## src/rtl/idex_issue_ctrl_pkg.sv

```systemverilog
// Shared types and sizes for the ID/EX issue controller.
// Holds the FSM encoding, scoreboard geometry and a saturating-increment helper.
package idex_issue_ctrl_pkg;

    localparam int REG_IDX_W   = 5;
    localparam int NUM_REGS    = 32;
    localparam int PEND_W      = 2;
    localparam int STALL_CNT_W = 16;

    localparam logic [PEND_W-1:0] PEND_MAX = '1;

    typedef enum logic [1:0] {
        S_IDLE  = 2'd0,
        S_RUN   = 2'd1,
        S_STALL = 2'd2
    } state_t;

    function automatic logic [STALL_CNT_W-1:0] sat_inc(
        input logic [STALL_CNT_W-1:0] v
    );
        return (&v) ? v : v + 1'b1;
    endfunction

endpackage

```

## src/rtl/idex_issue_ctrl_pend_scoreboard.sv

```systemverilog
// Per-register pending-write counters with writeback-forwarded lookups.
// Entry 0 never leaves zero; a same-cycle inc and dec cancel out.
module pend_scoreboard
    import idex_issue_ctrl_pkg::*;
(
    input  logic                 clk,
    input  logic                 reset,
    input  logic [REG_IDX_W-1:0] rs1,
    input  logic [REG_IDX_W-1:0] rs2,
    input  logic [REG_IDX_W-1:0] rd,
    input  logic                 inc_en,
    input  logic [REG_IDX_W-1:0] inc_idx,
    input  logic                 wb_valid,
    input  logic [REG_IDX_W-1:0] wb_rd,
    output logic [PEND_W-1:0]    eff_rs1,
    output logic [PEND_W-1:0]    eff_rs2,
    output logic [PEND_W-1:0]    eff_rd,
    output logic                 underflow
);

    logic [NUM_REGS-1:0][PEND_W-1:0] pend;
    logic [NUM_REGS-1:0]             inc_vec;
    logic [NUM_REGS-1:0]             dec_vec;
    logic                            wb_live;

    assign wb_live = wb_valid && (wb_rd != '0);

    always_comb begin
        inc_vec = '0;
        dec_vec = '0;
        if (inc_en && (inc_idx != '0))
            inc_vec[inc_idx] = 1'b1;
        if (wb_live && (pend[wb_rd] != '0))
            dec_vec[wb_rd] = 1'b1;
    end

    // Retiring writes are visible to the reader in the same cycle.
    assign eff_rs1 = dec_vec[rs1] ? pend[rs1] - 1'b1 : pend[rs1];
    assign eff_rs2 = dec_vec[rs2] ? pend[rs2] - 1'b1 : pend[rs2];
    assign eff_rd  = dec_vec[rd]  ? pend[rd]  - 1'b1 : pend[rd];

    assign underflow = wb_live && (pend[wb_rd] == '0);

    always_ff @(posedge clk) begin
        if (reset) begin
            pend <= '0;
        end else begin
            for (int r = 1; r < NUM_REGS; r++) begin
                if (inc_vec[r] && !dec_vec[r])
                    pend[r] <= pend[r] + 1'b1;
                else if (dec_vec[r] && !inc_vec[r])
                    pend[r] <= pend[r] - 1'b1;
            end
        end
    end

endmodule

```

## src/rtl/idex_issue_ctrl.sv

```systemverilog
// Decode-to-execute issue control: RAW/overflow hazard detection,
// stall FSM, saturating stall counter and sticky underflow flag.
module idex_issue_ctrl
    import idex_issue_ctrl_pkg::*;
(
    input  logic                   clk,
    input  logic                   reset,
    input  logic                   id_valid,
    input  logic [REG_IDX_W-1:0]   id_rs1,
    input  logic [REG_IDX_W-1:0]   id_rs2,
    input  logic                   id_use_rs1,
    input  logic                   id_use_rs2,
    input  logic                   id_reg_write,
    input  logic [REG_IDX_W-1:0]   id_rd,
    input  logic                   wb_valid,
    input  logic [REG_IDX_W-1:0]   wb_rd,
    input  logic                   flush,
    output logic                   issue,
    output logic                   id_stall,
    output logic                   idex_bubble,
    output logic [1:0]             state,
    output logic [STALL_CNT_W-1:0] stall_count,
    output logic                   err_underflow
);

    state_t            st, st_nxt;
    logic [PEND_W-1:0] eff_rs1, eff_rs2, eff_rd;
    logic              underflow;
    logic              hazard;
    logic              active;
    logic              haz_rs1, haz_rs2, haz_rd;

    pend_scoreboard u_sb (
        .clk       (clk),
        .reset     (reset),
        .rs1       (id_rs1),
        .rs2       (id_rs2),
        .rd        (id_rd),
        .inc_en    (issue && id_reg_write),
        .inc_idx   (id_rd),
        .wb_valid  (wb_valid),
        .wb_rd     (wb_rd),
        .eff_rs1   (eff_rs1),
        .eff_rs2   (eff_rs2),
        .eff_rd    (eff_rd),
        .underflow (underflow)
    );

    assign haz_rs1 = id_use_rs1 && (id_rs1 != '0) && (eff_rs1 != '0);
    assign haz_rs2 = id_use_rs2 && (id_rs2 != '0) && (eff_rs2 != '0);
    // A full counter cannot absorb another outstanding write.
    assign haz_rd  = id_reg_write && (id_rd != '0) && (eff_rd == PEND_MAX);
    assign hazard  = id_valid && (haz_rs1 || haz_rs2 || haz_rd);

    assign active      = (st != S_IDLE);
    assign issue       = id_valid && !hazard && !flush && active;
    assign id_stall    = id_valid && hazard && !flush && active;
    assign idex_bubble = !issue;
    assign state       = st;

    always_comb begin
        st_nxt = st;
        unique case (st)
            S_IDLE:  st_nxt = S_RUN;
            S_RUN:   st_nxt = id_stall ? S_STALL : S_RUN;
            S_STALL: st_nxt = id_stall ? S_STALL : S_RUN;
            default: st_nxt = S_IDLE;
        endcase
    end

    always_ff @(posedge clk) begin
        if (reset) begin
            st            <= S_IDLE;
            stall_count   <= '0;
            err_underflow <= 1'b0;
        end else begin
            st <= st_nxt;
            if (id_stall)
                stall_count <= sat_inc(stall_count);
            if (underflow)
                err_underflow <= 1'b1;
        end
    end

endmodule

```

## config.mk

```make
export PLATFORM = sky130hd
export DESIGN_NAME = idex_issue_ctrl
export DESIGN_NICKNAME = d
export VERILOG_FILES = /design/src/rtl/idex_issue_ctrl_pkg.sv /design/src/rtl/idex_issue_ctrl_pend_scoreboard.sv /design/src/rtl/idex_issue_ctrl.sv
export SDC_FILE = /design/constraint.sdc
export NUM_CORES = 1
export LEC_CHECK = 0
export CAP_MARGIN = 0
export CORE_UTILIZATION = 30
export CTS_CLUSTER_SIZE = 40
export DETAILED_ROUTE_END_ITERATION = 10
export DONT_BUFFER_PORTS = 1
export PLACE_DENSITY = 0.42
export SLEW_MARGIN = 5
export SYNTH_ARGS = -nofsm -noshare
export SYNTH_HDL_FRONTEND = slang
export SYNTH_SLANG_ARGS = --single-unit
```

## constraint.sdc

```tcl
create_clock -name clk -period 4.03 [get_ports clk]
set_input_delay 0.403 -clock clk [delete_from_list [all_inputs] [get_ports clk]]
set_output_delay 0.403 -clock clk [all_outputs]
set_load 0.1 [all_outputs]
```

==> Implementation_results.wiki, run 1 <==
{| class="wikitable"
! Metric !! Value
|-
| Combinational group share of total power || 12.9%
|-
| Number of warnings reported in the yosys synthesis log || 0
|-
| Number of diodes added for antenna fixing || 0
|-
| Maximum clock insertion buffer count || 2
|-
| FFs w/ async S/R, synth || 0%
|-
| Largest cells by area after synthesis || dfxtp_1 23%, mux4_2 12%, xor2_1 7.8%, ha_1 5.9%, nor2_1 4.7%
|-
| Clock sink count || 81
|-
| Final Max Tran Viols || 0
|-
| Largest voltage drop on the vdd net || 187 uV
|-
| CP cell instances || mux4_1, mux4_2, o22a_1, or2b_1, o41ai_4, nor3_4, nor3_4, buf_4, nand3_4, buf_4, nor2_1, ha_1, or3_1, a21oi_1
|-
| Most instantiated cells after synthesis || 91 x nor2_1, 81 x dfxtp_1, 64 x xor2_1
|-
| Result of the run || finished, final reports clean
|-
| Leading area contributor after synthesis || dfxtp_1
|-
| Final cycle utilization of the critical path || 98.9%
|-
| Distinct cell type count of the synthesized netlist || 79
|-
| Area of the die || 24600 um2
|-
| Worst skew pair latency || 0.35 ns
|-
| Fill count || 2397
|-
| Final worst-path setup slack || 0.0430 ns
|-
| Detail Placement HPWL || 19300 um
|-
| Number of standard-cell rows in the floorplan || 56
|-
| Initial cell density of the core || 30.7%
|-
| Critical path endpoint category || flop
|-
| TritonCTS clock tree || yes
|-
| Seq. cell area || 1620 um2
|-
| Inserted Clock Buffers || 9
|-
| Static Leakage || 3.10 nW
|-
| Sequential-to-total area share from yosys stat || 22.5%
|-
| Worst Path Class, Setup || flop to flop
|-
| Share of Yosys cell area claimed by the top area cell type || 22.5%
|-
| Post-synth EDFFs || 0
|-
| Top_reg_cell synth || dfxtp_1
|-
| Reported max-cap violation count || 0
|-
| Relative contribution of sequential cells to total power || 42.2%
|-
| Cell area after synthesis || 7200 um2
|-
| Clock-pin slew on the worst setup and hold paths || 0.08 ns
|-
| Port Buf Inserts || 0
|-
| Length of the first detailed-routing pass in iterations || 5
|-
| Total power per unit cell area || 238 nW/um2
|-
| Seq cells post-synth || 81
|-
| Critical path's largest stage delay || 0.57 ns
|-
| Clk pwr share || 44.9%
|-
| Vias in the first global route || 6412
|-
| Total number of vias || 6633
|-
| Placer congestion estimate || 0.954
|-
| Startpoint Class || flop
|-
| First-pass GRT wire length || 38600 um
|-
| Highest clock rate || 251 MHz
|-
| Remaining antenna violation count || 0
|-
| Data required time of the critical path || 4.31 ns
|-
| Global-route usage over all layers || 21.3%
|-
| DRC || 0
|-
| Arrival time at the worst endpoint || 4.27 ns
|-
| Number of nets in the synthesized netlist || 873
|-
| Cell with the largest stage delay on the worst path || mux4_1
|-
| Violation count after the first detailed-routing iteration || 508
|-
| Net count of the finished layout || 891
|-
| Area taken by multi-input logic gates || 5410 um2
|-
| Worst hold-check path type || primary input to flop
|-
| Power Internal || 0.00141 W
|-
| Wire length per cell after detailed routing || 22.3 um
|-
| Boundary pin count || 50
|-
| Total grt overflow || 0
|-
| Maximum level of the CTS H-tree || 3
|-
| Area of the placeable core || 23500 um2
|-
| Cell with the most instances after synthesis || nor2_1
|-
| Sw Ratio || 28.1%
|-
| Crit path time final || 3.99 ns
|-
| Final setup violation count || 0
|-
| Total negative slack for setup checks || 0 ns
|-
| Fraction of final layout cells sized beyond drive strength 1 || 20.4%
|-
| Critical path fanouts, max || 6
|-
| Power spent charging and discharging nets || 0.000551 W
|-
| Worst slack at placement || -0.0126 ns
|-
| Worst relative slew slack || 25.0%
|-
| Gate Count Post-Synth || 811
|-
| Post-synthesis average cell area || 8.88 um2
|-
| Number of hold violations in the final report || 0
|-
| Largest net degree at the start of global routing || 89
|-
| Chip width || 157 um
|-
| Worst-Margin Slew || 1.12 ns
|-
| Final Skew || 0.0158 ns
|-
| Unrepaired setup endpoints after global routing || true
|-
| Number of antenna violations at the first check in global routing || 0
|-
| Sum of routed wire length over all layers || 25800 um
|-
| Die boundary height || 157 um
|-
| Relative area change from synthesis to final layout || 14.4%
|-
| Vias per cell || 5.75
|-
| Cell at the root of the clock tree || clkbuf_16
|}
-- registers in the layout (all words and copies together), names as in the netlist --
signal,cells
err_underflow,1
u_sb.pend,62
state,2
stall_count,16
-- routing by layer --
metal  global-route usage, %  wire [um]
met3                    5.15       1830
met2                    32.5      11400
met5                       0          0
met4                    8.68        931
met1                    28.6      11600
-- timing repair --
action / CTS / global route
hold buffers: 0 / 0
setup endpoints to repair: 0 / 32
setup buffers: 0 / 4
resized for setup: 0 / 12
-- layout make-up --
type / count / share of cell area, %
repair buffers: 60 / 5.51
inverters: 12 / 0.547
flip-flops and latches: 81 / 19.7
clock inverters: 7 / 0.987
multi-input cells: 665 / 65.7
well taps: 319 / 4.85
clock buffers: 9 / 2.73
-- worst max-delay path: cells and delay by family (launching register included) --
family	cells	cell delay (ns)
AND/OR/NAND/NOR	6	1.32
multiplexers	2	1.10
AO/OA/AOI/OAI	3	0.43
buffers and inverters	2	0.41
flip-flops	1	0.38
adder cells (fa/ha/maj)	1	0.28
-- kinds of logic after synthesis --
group                      share of synthesized area (%)
AOI/OAI and AO/OA                                   14.7
xor gates and xnor gates                            8.52
adders and majority gates                           5.91
buffers and inverters                               4.21
DFF                                                 22.5
muxes                                               20.8
and+or+nand+nor                                     23.3
-- placed cells by master, fill, tap and decap left out, types with 4 or more instances in the layout --
master / count
o31ai_1: 5
xor2_1: 64
o21ai_0: 45
a32oi_1: 4
o211ai_1: 6
xnor2_1: 6
and3_1: 8
nor3_1: 19
inv_1: 10
nor4_2: 8
nand3b_1: 4
nor4_1: 7
a21oi_1: 53
inv_6: 5
nand3_1: 17
mux4_1: 11
ha_1: 34
buf_4: 59
mux2_2: 17
mux2i_1: 16
and3b_1: 5
mux4_2: 38
nor3b_1: 8
nand2_1: 62
nand4_1: 6
nor2_1: 89
clkbuf_16: 9
nor2b_1: 16
or3_1: 39
a221oi_1: 4
dfxtp_1: 80
-- stage by stage --
stage          cells  hold slack [ns]  util (%)  total power [W]  area (um2)
2_1_floorplan    811            0.481         -          0.00109        7330
3_3_place_gp    1133            0.483      33.5          0.00109        7850
3_5_place_dp    1133            0.482      33.5          0.00109        7850
4_1_cts         1149           0.0959      34.8          0.00198        8160
5_1_grt         1153           0.0939      35.1          0.00204        8240
6_report        1153            0.110      35.1          0.00196        8240
-- power by group through the flow --
| stage | combinational, W | sequential [W] | clock, W |
|---|---|---|---|
| after floorplan | 0.000242 | 0.000852 | 0 |
| after global placement | 0.000246 | 0.000846 | 0 |
| after detailed placement | 0.000245 | 0.000847 | 0 |
| after CTS | 0.000246 | 0.000828 | 0.000902 |
| after global routing | 0.000270 | 0.000830 | 0.000937 |
| final | 0.000253 | 0.000829 | 0.000880 |
-- worst paths after layout --
kind	from	end	slack (ns)	cells past startpoint
hold / removal	reset	stall_count[9]$_SDFFE_PP0P_	0.11	1
setup / recovery	u_sb.pend[58]$_SDFFE_PP0P_	u_sb.pend[43]$_SDFFE_PP0P_	0.04	14
hold reg to reg	u_sb.pend[21]$_SDFFE_PP0P_	u_sb.pend[21]$_SDFFE_PP0P_	0.54	2
setup reg to reg	u_sb.pend[58]$_SDFFE_PP0P_	u_sb.pend[43]$_SDFFE_PP0P_	0.04	14
Note: power is estimated with default switching activity, not from simulation.
==> run 2: changes to the inputs <==
- CORE_UTILIZATION: 30 -> 45
- PLACE_DENSITY: 0.42 -> 0.59
==> Implementation_results.wiki, run 2 (same netlist as run 1, synthesis figures left out) <==
{| class="wikitable"
! Metric !! Value
|-
| Final worst-path setup slack || 0.0655 ns (was 0.0430 ns)
|-
| Sum of routed wire length over all layers || 23500 um (was 25800 um)
|-
| Largest net degree at the start of global routing || 89 (unchanged)
|-
| Net count of the finished layout || 883 (was 891)
|-
| Flip-flop count of the largest register after layout || 62 (unchanged)
|-
| Die boundary height || 128 um (was 157 um)
|-
| Highest clock rate || 252 MHz (was 251 MHz)
|-
| Final cycle utilization of the critical path || 98.4% (was 98.9%)
|-
| Vias per cell || 6.50 (was 5.75)
|-
| TritonCTS clock tree || yes (unchanged)
|-
| Fin Hold WS || 0.123 ns (was 0.110 ns)
|-
| Startpoint Class || flop (unchanged)
|-
| Area of the die || 16500 um2 (was 24600 um2)
|-
| Crit path time final || 3.96 ns (was 3.99 ns)
|-
| Worst Path Class, Setup || flop to flop (unchanged)
|-
| Number of standard-cell rows in the floorplan || 45 (was 56)
|-
| Worst slack at placement || -0.148 ns (was -0.0126 ns)
|-
| DRC || 0 (unchanged)
|-
| Cell at the root of the clock tree || clkbuf_16 (unchanged)
|-
| Final Skew || 0.0135 ns (was 0.0158 ns)
|-
| Violation count after the first detailed-routing iteration || 588 (was 508)
|-
| Total power per unit cell area || 240 nW/um2 (was 238 nW/um2)
|-
| Critical path fanouts, max || 6 (unchanged)
|-
| Wire length per cell after detailed routing || 22.7 um (was 22.3 um)
|-
| Number of diodes added for antenna fixing || 0 (unchanged)
|-
| Worst hold-check path type || primary input to flop (unchanged)
|-
| Final Max Tran Viols || 0 (unchanged)
|-
| Seq. cell area || 1620 um2 (about the same)
|-
| Critical path endpoint category || flop (unchanged)
|-
| Largest voltage drop on the vdd net || 209 uV (was 187 uV)
|-
| Fill count || 1485 (was 2397)
|-
| Reported max-cap violation count || 0 (unchanged)
|-
| Worst-Margin Slew || 1.13 ns (was 1.12 ns)
|-
| Global-route usage over all layers || 29.0% (was 21.3%)
|-
| Final setup violation count || 0 (unchanged)
|-
| Initial cell density of the core || 46.7% (was 30.7%)
|-
| Most frequent cells in the layout || 91 x nor2_1, 81 x dfxtp_1, 64 x xor2_1, 62 x nand2_1, 53 x a21oi_1 (was 89 x nor2_1, 80 x dfxtp_1, 64 x xor2_1, 62 x nand2_1, 59 x buf_4)
|-
| Total number of vias || 6743 (was 6633)
|-
| Arrival time at the worst endpoint || 4.25 ns (was 4.27 ns)
|-
| Total of hold buffers inserted after clock tree synthesis || 0 (unchanged)
|-
| Length of the first detailed-routing pass in iterations || 5 (unchanged)
|-
| Worst relative slew slack || 24.4% (was 25.0%)
|-
| Chip width || 128 um (was 157 um)
|-
| Area of the placeable core || 15400 um2 (was 23500 um2)
|-
| Total negative slack for setup checks || 0 ns (unchanged)
|-
| Relative area change from synthesis to final layout || 11.5% (was 14.4%)
|-
| Leading cell type in the layout, fill and taps excluded || nor2_1 (unchanged)
|-
| Area taken by multi-input logic gates || 5410 um2 (about the same)
|-
| Port Buf Inserts || 0 (unchanged)
|-
| Detail Placement HPWL || 17000 um (was 19300 um)
|-
| Number of hold violations in the final report || 0 (unchanged)
|-
| Placer congestion estimate || 0.988 (was 0.954)
|-
| Boundary pin count || 50 (unchanged)
|-
| Maximum clock insertion buffer count || 2 (unchanged)
|-
| Data required time of the critical path || 4.32 ns (was 4.31 ns)
|-
| Register with the most flip-flops || u_sb.pend (unchanged)
|-
| Result of the run || finished, final reports clean (unchanged)
|-
| Number of antenna violations at the first check in global routing || 0 (unchanged)
|-
| Vias in the first global route || 6400 (was 6412)
|-
| First-pass GRT wire length || 35800 um (was 38600 um)
|-
| Total grt overflow || 0 (unchanged)
|-
| Static Leakage || 3.05 nW (was 3.10 nW)
|-
| Worst skew pair latency || 0.35 ns (about the same)
|-
| Inserted Clock Buffers || 9 (unchanged)
|-
| Clock sink count || 81 (unchanged)
|-
| Clock-pin slew on the worst setup and hold paths || 0.07 ns (was 0.08 ns)
|-
| Remaining antenna violation count || 0 (unchanged)
|-
| Maximum level of the CTS H-tree || 3 (unchanged)
|-
| Fraction of final layout cells sized beyond drive strength 1 || 18.9% (was 20.4%)
|}
-- run 2: path summary, 6_finish.rpt --
check | startpoint | to | cells past startpoint | slack [ns]
worst max-delay path | u_sb.pend[58]$_SDFFE_PP0P_ | u_sb.pend[7]$_SDFFE_PP0P_ | 14 | 0.07
worst min-delay path | reset | u_sb.pend[19]$_SDFFE_PP0P_ | 1 | 0.12
worst max register to register | u_sb.pend[58]$_SDFFE_PP0P_ | u_sb.pend[7]$_SDFFE_PP0P_ | 14 | 0.07
worst min register to register | u_sb.pend[45]$_SDFFE_PP0P_ | u_sb.pend[45]$_SDFFE_PP0P_ | 2 | 0.53
-- run 2: timing repair --
action	CTS	global route
pin swaps	0	1
resized for setup	1	6
cloned	0	0
endpoints found under the setup margin	1	17
buffers inserted	0	2
-- run 2: worst max-delay path, stage by stage, from the launching register on --
cell and delay (ns):
dfxtp_1 0.39, mux4_1 0.56, mux4_2 0.53, o22a_1 0.24
or2b_1 0.27, o41ai_4 0.07, nor3_4 0.09, nor3_4 0.21
buf_4 0.20, nand4_4 0.24, nor4_2 0.25, buf_4 0.15
ha_1 0.22, or3_1 0.34, a21oi_1 0.14
-- run 2: through the flow --
stage	util, %	instances	instance area (um2)	total power [W]
finish	52.0	1037	8030	0.00193
global route	52.0	1037	8030	0.00199
CTS	51.7	1035	7980	0.00193
detailed placement	49.7	1019	7670	0.00109
global placement	49.7	1019	7670	0.00108
floorplan	-	811	7330	0.00109
-- run 2: layer usage --
metal | global-route usage (%) | vias up | wire [um]
li1 | - | 3057 | -
met1 | 36.0 | 3250 | 9690
met2 | 43.3 | 349 | 10100
met3 | 11.0 | 87 | 2620
met4 | 16.2 | 0 | 1160
met5 | 1.18 | - | 0
-- run 2: cell type report --
class                           count  share of cell area [%]
Sequential cell                    81                    20.2
Tap cell                          211                    3.29
Clock inverter                      7                   0.951
Timing Repair Buffer               52                    4.86
Clock buffer                        9                    2.81
Inverter                           12                   0.561
Multi-Input combinational cell    665                    67.3
-- run 2: report_power, final --
| part | switching (W) | internal [W] | total [W] |
|---|---|---|---|
| clock network | 0.000362 | 0.000486 | 0.000848 |
| logic | 0.000139 | 0.000110 | 0.000249 |
| registers | 0.0000209 | 0.000809 | 0.000830 |
==> run 3: changes to the inputs <==
- PLACE_DENSITY: 0.59 -> unset
==> Implementation_results.wiki, run 3 (same netlist as run 1, synthesis figures left out) <==
{| class="wikitable"
! Metric !! Value
|-
| Total number of vias || 6709 (was 6743)
|-
| Vias per cell || 6.49 (was 6.50)
|-
| Port Buf Inserts || 0 (unchanged)
|-
| Worst hold-check path type || primary input to flop (unchanged)
|-
| Boundary pin count || 50 (unchanged)
|-
| Post-place instance area || 7670 um2 (about the same)
|-
| Static Leakage || 3.04 nW (was 3.05 nW)
|-
| Crit path time final || 3.97 ns (was 3.96 ns)
|-
| Final Max Tran Viols || 0 (unchanged)
|-
| Arrival time at the worst endpoint || 3.57 ns (was 4.25 ns)
|-
| Final worst-path setup slack || 0.0605 ns (was 0.0655 ns)
|-
| Flip-flop count of the largest register after layout || 62 (unchanged)
|-
| Critical path fanouts, max || 7 (was 6)
|-
| Power after layout || 0.00196 W (was 0.00193 W)
|-
| Final cycle utilization of the critical path || 98.5% (was 98.4%)
|-
| Length of the first detailed-routing pass in iterations || 5 (unchanged)
|-
| Maximum level of the CTS H-tree || 3 (unchanged)
|-
| Total placed cells including tap cells || 1017 (was 1019)
|-
| Inserted Clock Buffers || 9 (unchanged)
|-
| Logic depth of the worst register-to-register path || 15 (was 14)
|-
| Largest net degree at the start of global routing || 89 (unchanged)
|-
| Remaining antenna violation count || 0 (unchanged)
|-
| Final setup violation count || 0 (unchanged)
|-
| Vias in the first global route || 6367 (was 6400)
|-
| Worst slack at placement || 0.00162 ns (was -0.148 ns)
|-
| Worst Path Class, Setup || flop to output pin (was flop to flop)
|-
| Fraction of final layout cells sized beyond drive strength 1 || 18.6% (was 18.9%)
|-
| Worst relative slew slack || 25.0% (was 24.4%)
|-
| Net count of the finished layout || 879 (was 883)
|-
| Initial cell density of the core || 46.7% (unchanged)
|-
| Relative area change from synthesis to final layout || 11.5% (about the same)
|-
| Total power per unit cell area || 245 nW/um2 (was 240 nW/um2)
|-
| Global-route usage over all layers || 29.1% (was 29.0%)
|-
| Placer congestion estimate || 1.04 (was 0.988)
|-
| Number of antenna violations at the first check in global routing || 0 (unchanged)
|-
| Reported max-cap violation count || 0 (unchanged)
|-
| Number of standard-cell rows in the floorplan || 45 (unchanged)
|-
| Data required time of the critical path || 3.63 ns (was 4.32 ns)
|-
| Maximum clock insertion buffer count || 2 (unchanged)
|-
| Number of hold violations in the final report || 0 (unchanged)
|-
| Worst-Margin Slew || 1.12 ns (was 1.13 ns)
|-
| Wire length per cell after detailed routing || 22.5 um (was 22.7 um)
|-
| Detail Placement HPWL || 17300 um (was 17000 um)
|-
| Number of diodes added for antenna fixing || 0 (unchanged)
|-
| Clock-pin slew on the worst setup and hold paths || 0.06 ns (was 0.07 ns)
|-
| Worst skew pair latency || 0.35 ns (about the same)
|-
| Critical path endpoint category || output pin (was flop)
|-
| Total setup buffers inserted after CTS || 0 (unchanged)
|-
| Most frequent cells in the layout || 91 x nor2_1, 81 x dfxtp_1, 64 x xor2_1, 62 x nand2_1, 54 x a21oi_1 (was 91 x nor2_1, 81 x dfxtp_1, 64 x xor2_1, 62 x nand2_1, 53 x a21oi_1)
|-
| Final Skew || 0.0110 ns (was 0.0135 ns)
|-
| First-pass GRT wire length || 35800 um (about the same)
|-
| Finished layout cell area || 8030 um2 (about the same)
|-
| Chip width || 128 um (unchanged)
|-
| Sum of routed wire length over all layers || 23200 um (was 23500 um)
|-
| DRC || 0 (unchanged)
|-
| Leading cell type in the layout, fill and taps excluded || nor2_1 (unchanged)
|-
| Area of the die || 16500 um2 (unchanged)
|-
| Result of the run || finished, final reports clean (unchanged)
|-
| Startpoint Class || flop (unchanged)
|-
| Die boundary height || 128 um (unchanged)
|-
| Total negative slack for setup checks || 0 ns (unchanged)
|-
| Register with the most flip-flops || u_sb.pend (unchanged)
|-
| TritonCTS clock tree || yes (unchanged)
|-
| Clock sink count || 81 (unchanged)
|-
| Area of the placeable core || 15400 um2 (unchanged)
|-
| Cells on Worst Hold Path || 1 (unchanged)
|-
| Total grt overflow || 0 (unchanged)
|-
| Largest voltage drop on the vdd net || 216 uV (was 209 uV)
|-
| Post-Layout Cell Count || 1033 (was 1037)
|-
| Cell at the root of the clock tree || clkbuf_16 (unchanged)
|-
| Highest clock rate || 252 MHz (about the same)
|-
| Violation count after the first detailed-routing iteration || 622 (was 588)
|}
## run 3: cell count changes in the layout (fill, tap and decap cells not counted), sizes merged
cell	before	now
buf	52	48
bufinv	1	2
clkbuf	9	10
clkinv	3	5
clkinvlp	2	0
inv	13	11
## run 3: per-layer routing
metal	up-vias	part of all wire (%)	global-route usage (%)
li1	3060	-	-
met1	3232	42	37.4
met2	342	44	45.0
met3	75	9.1	6.24
met4	0	5.3	17.0
met5	-	0	0
## run 3: repair_timing
item                                   CTS  global route
setup endpoints to repair                0             5
gates resized for setup                  0             6
endpoints found under the hold margin    0             0
hold buffers                             0             0
## run 3: final cells by class
class                           instances  area, um2
Multi-Input combinational cell        665       5400
Tap cell                              211        264
Sequential cell                        81       1620
Clock buffer                           10        229
Clock inverter                          6       91.3
Fill cell                            1476       7400
Timing Repair Buffer                   48        373
Inverter                               12       45.0
## run 3: worst paths after layout
check,startpoint,endpoint,slack [ns]
min,reset,stall_count[0]$_SDFFE_PP0P_,0.12
max reg2reg,u_sb.pend[55]$_SDFFE_PP0P_,u_sb.pend[7]$_SDFFE_PP0P_,0.13
max,u_sb.pend[20]$_SDFFE_PP0P_,idex_bubble,0.06
min reg2reg,u_sb.pend[57]$_SDFFE_PP0P_,u_sb.pend[57]$_SDFFE_PP0P_,0.54
## run 3: stage by stage
stage,utilization [%],hold slack (ns)
after floorplan,-,0.481
after global placement,49.7,0.478
after detailed placement,49.7,0.482
after CTS,51.8,0.107
after global routing,52.0,0.107
final,52.0,0.120
## run 3: where the power goes
part | switching, W | internal (W) | leakage, nW
registers | 0.0000208 | 0.000809 | 0.653
logic | 0.000137 | 0.000110 | 2.23
clock network | 0.000341 | 0.000546 | 0.157
## run 3: critical path, stage by stage (launching register included)
cell	delay [ns]
dfxtp_1	0.38
or4b_1	0.52
o211ai_1	0.21
a2bb2oi_2	0.23
nand4_2	0.14
buf_4	0.19
nor3_1	0.31
o41ai_4	0.14
nor3_4	0.26
nor3_4	0.06
buf_12	0.15
buf_4	0.23
inv_1	0.11
buf_4	0.29
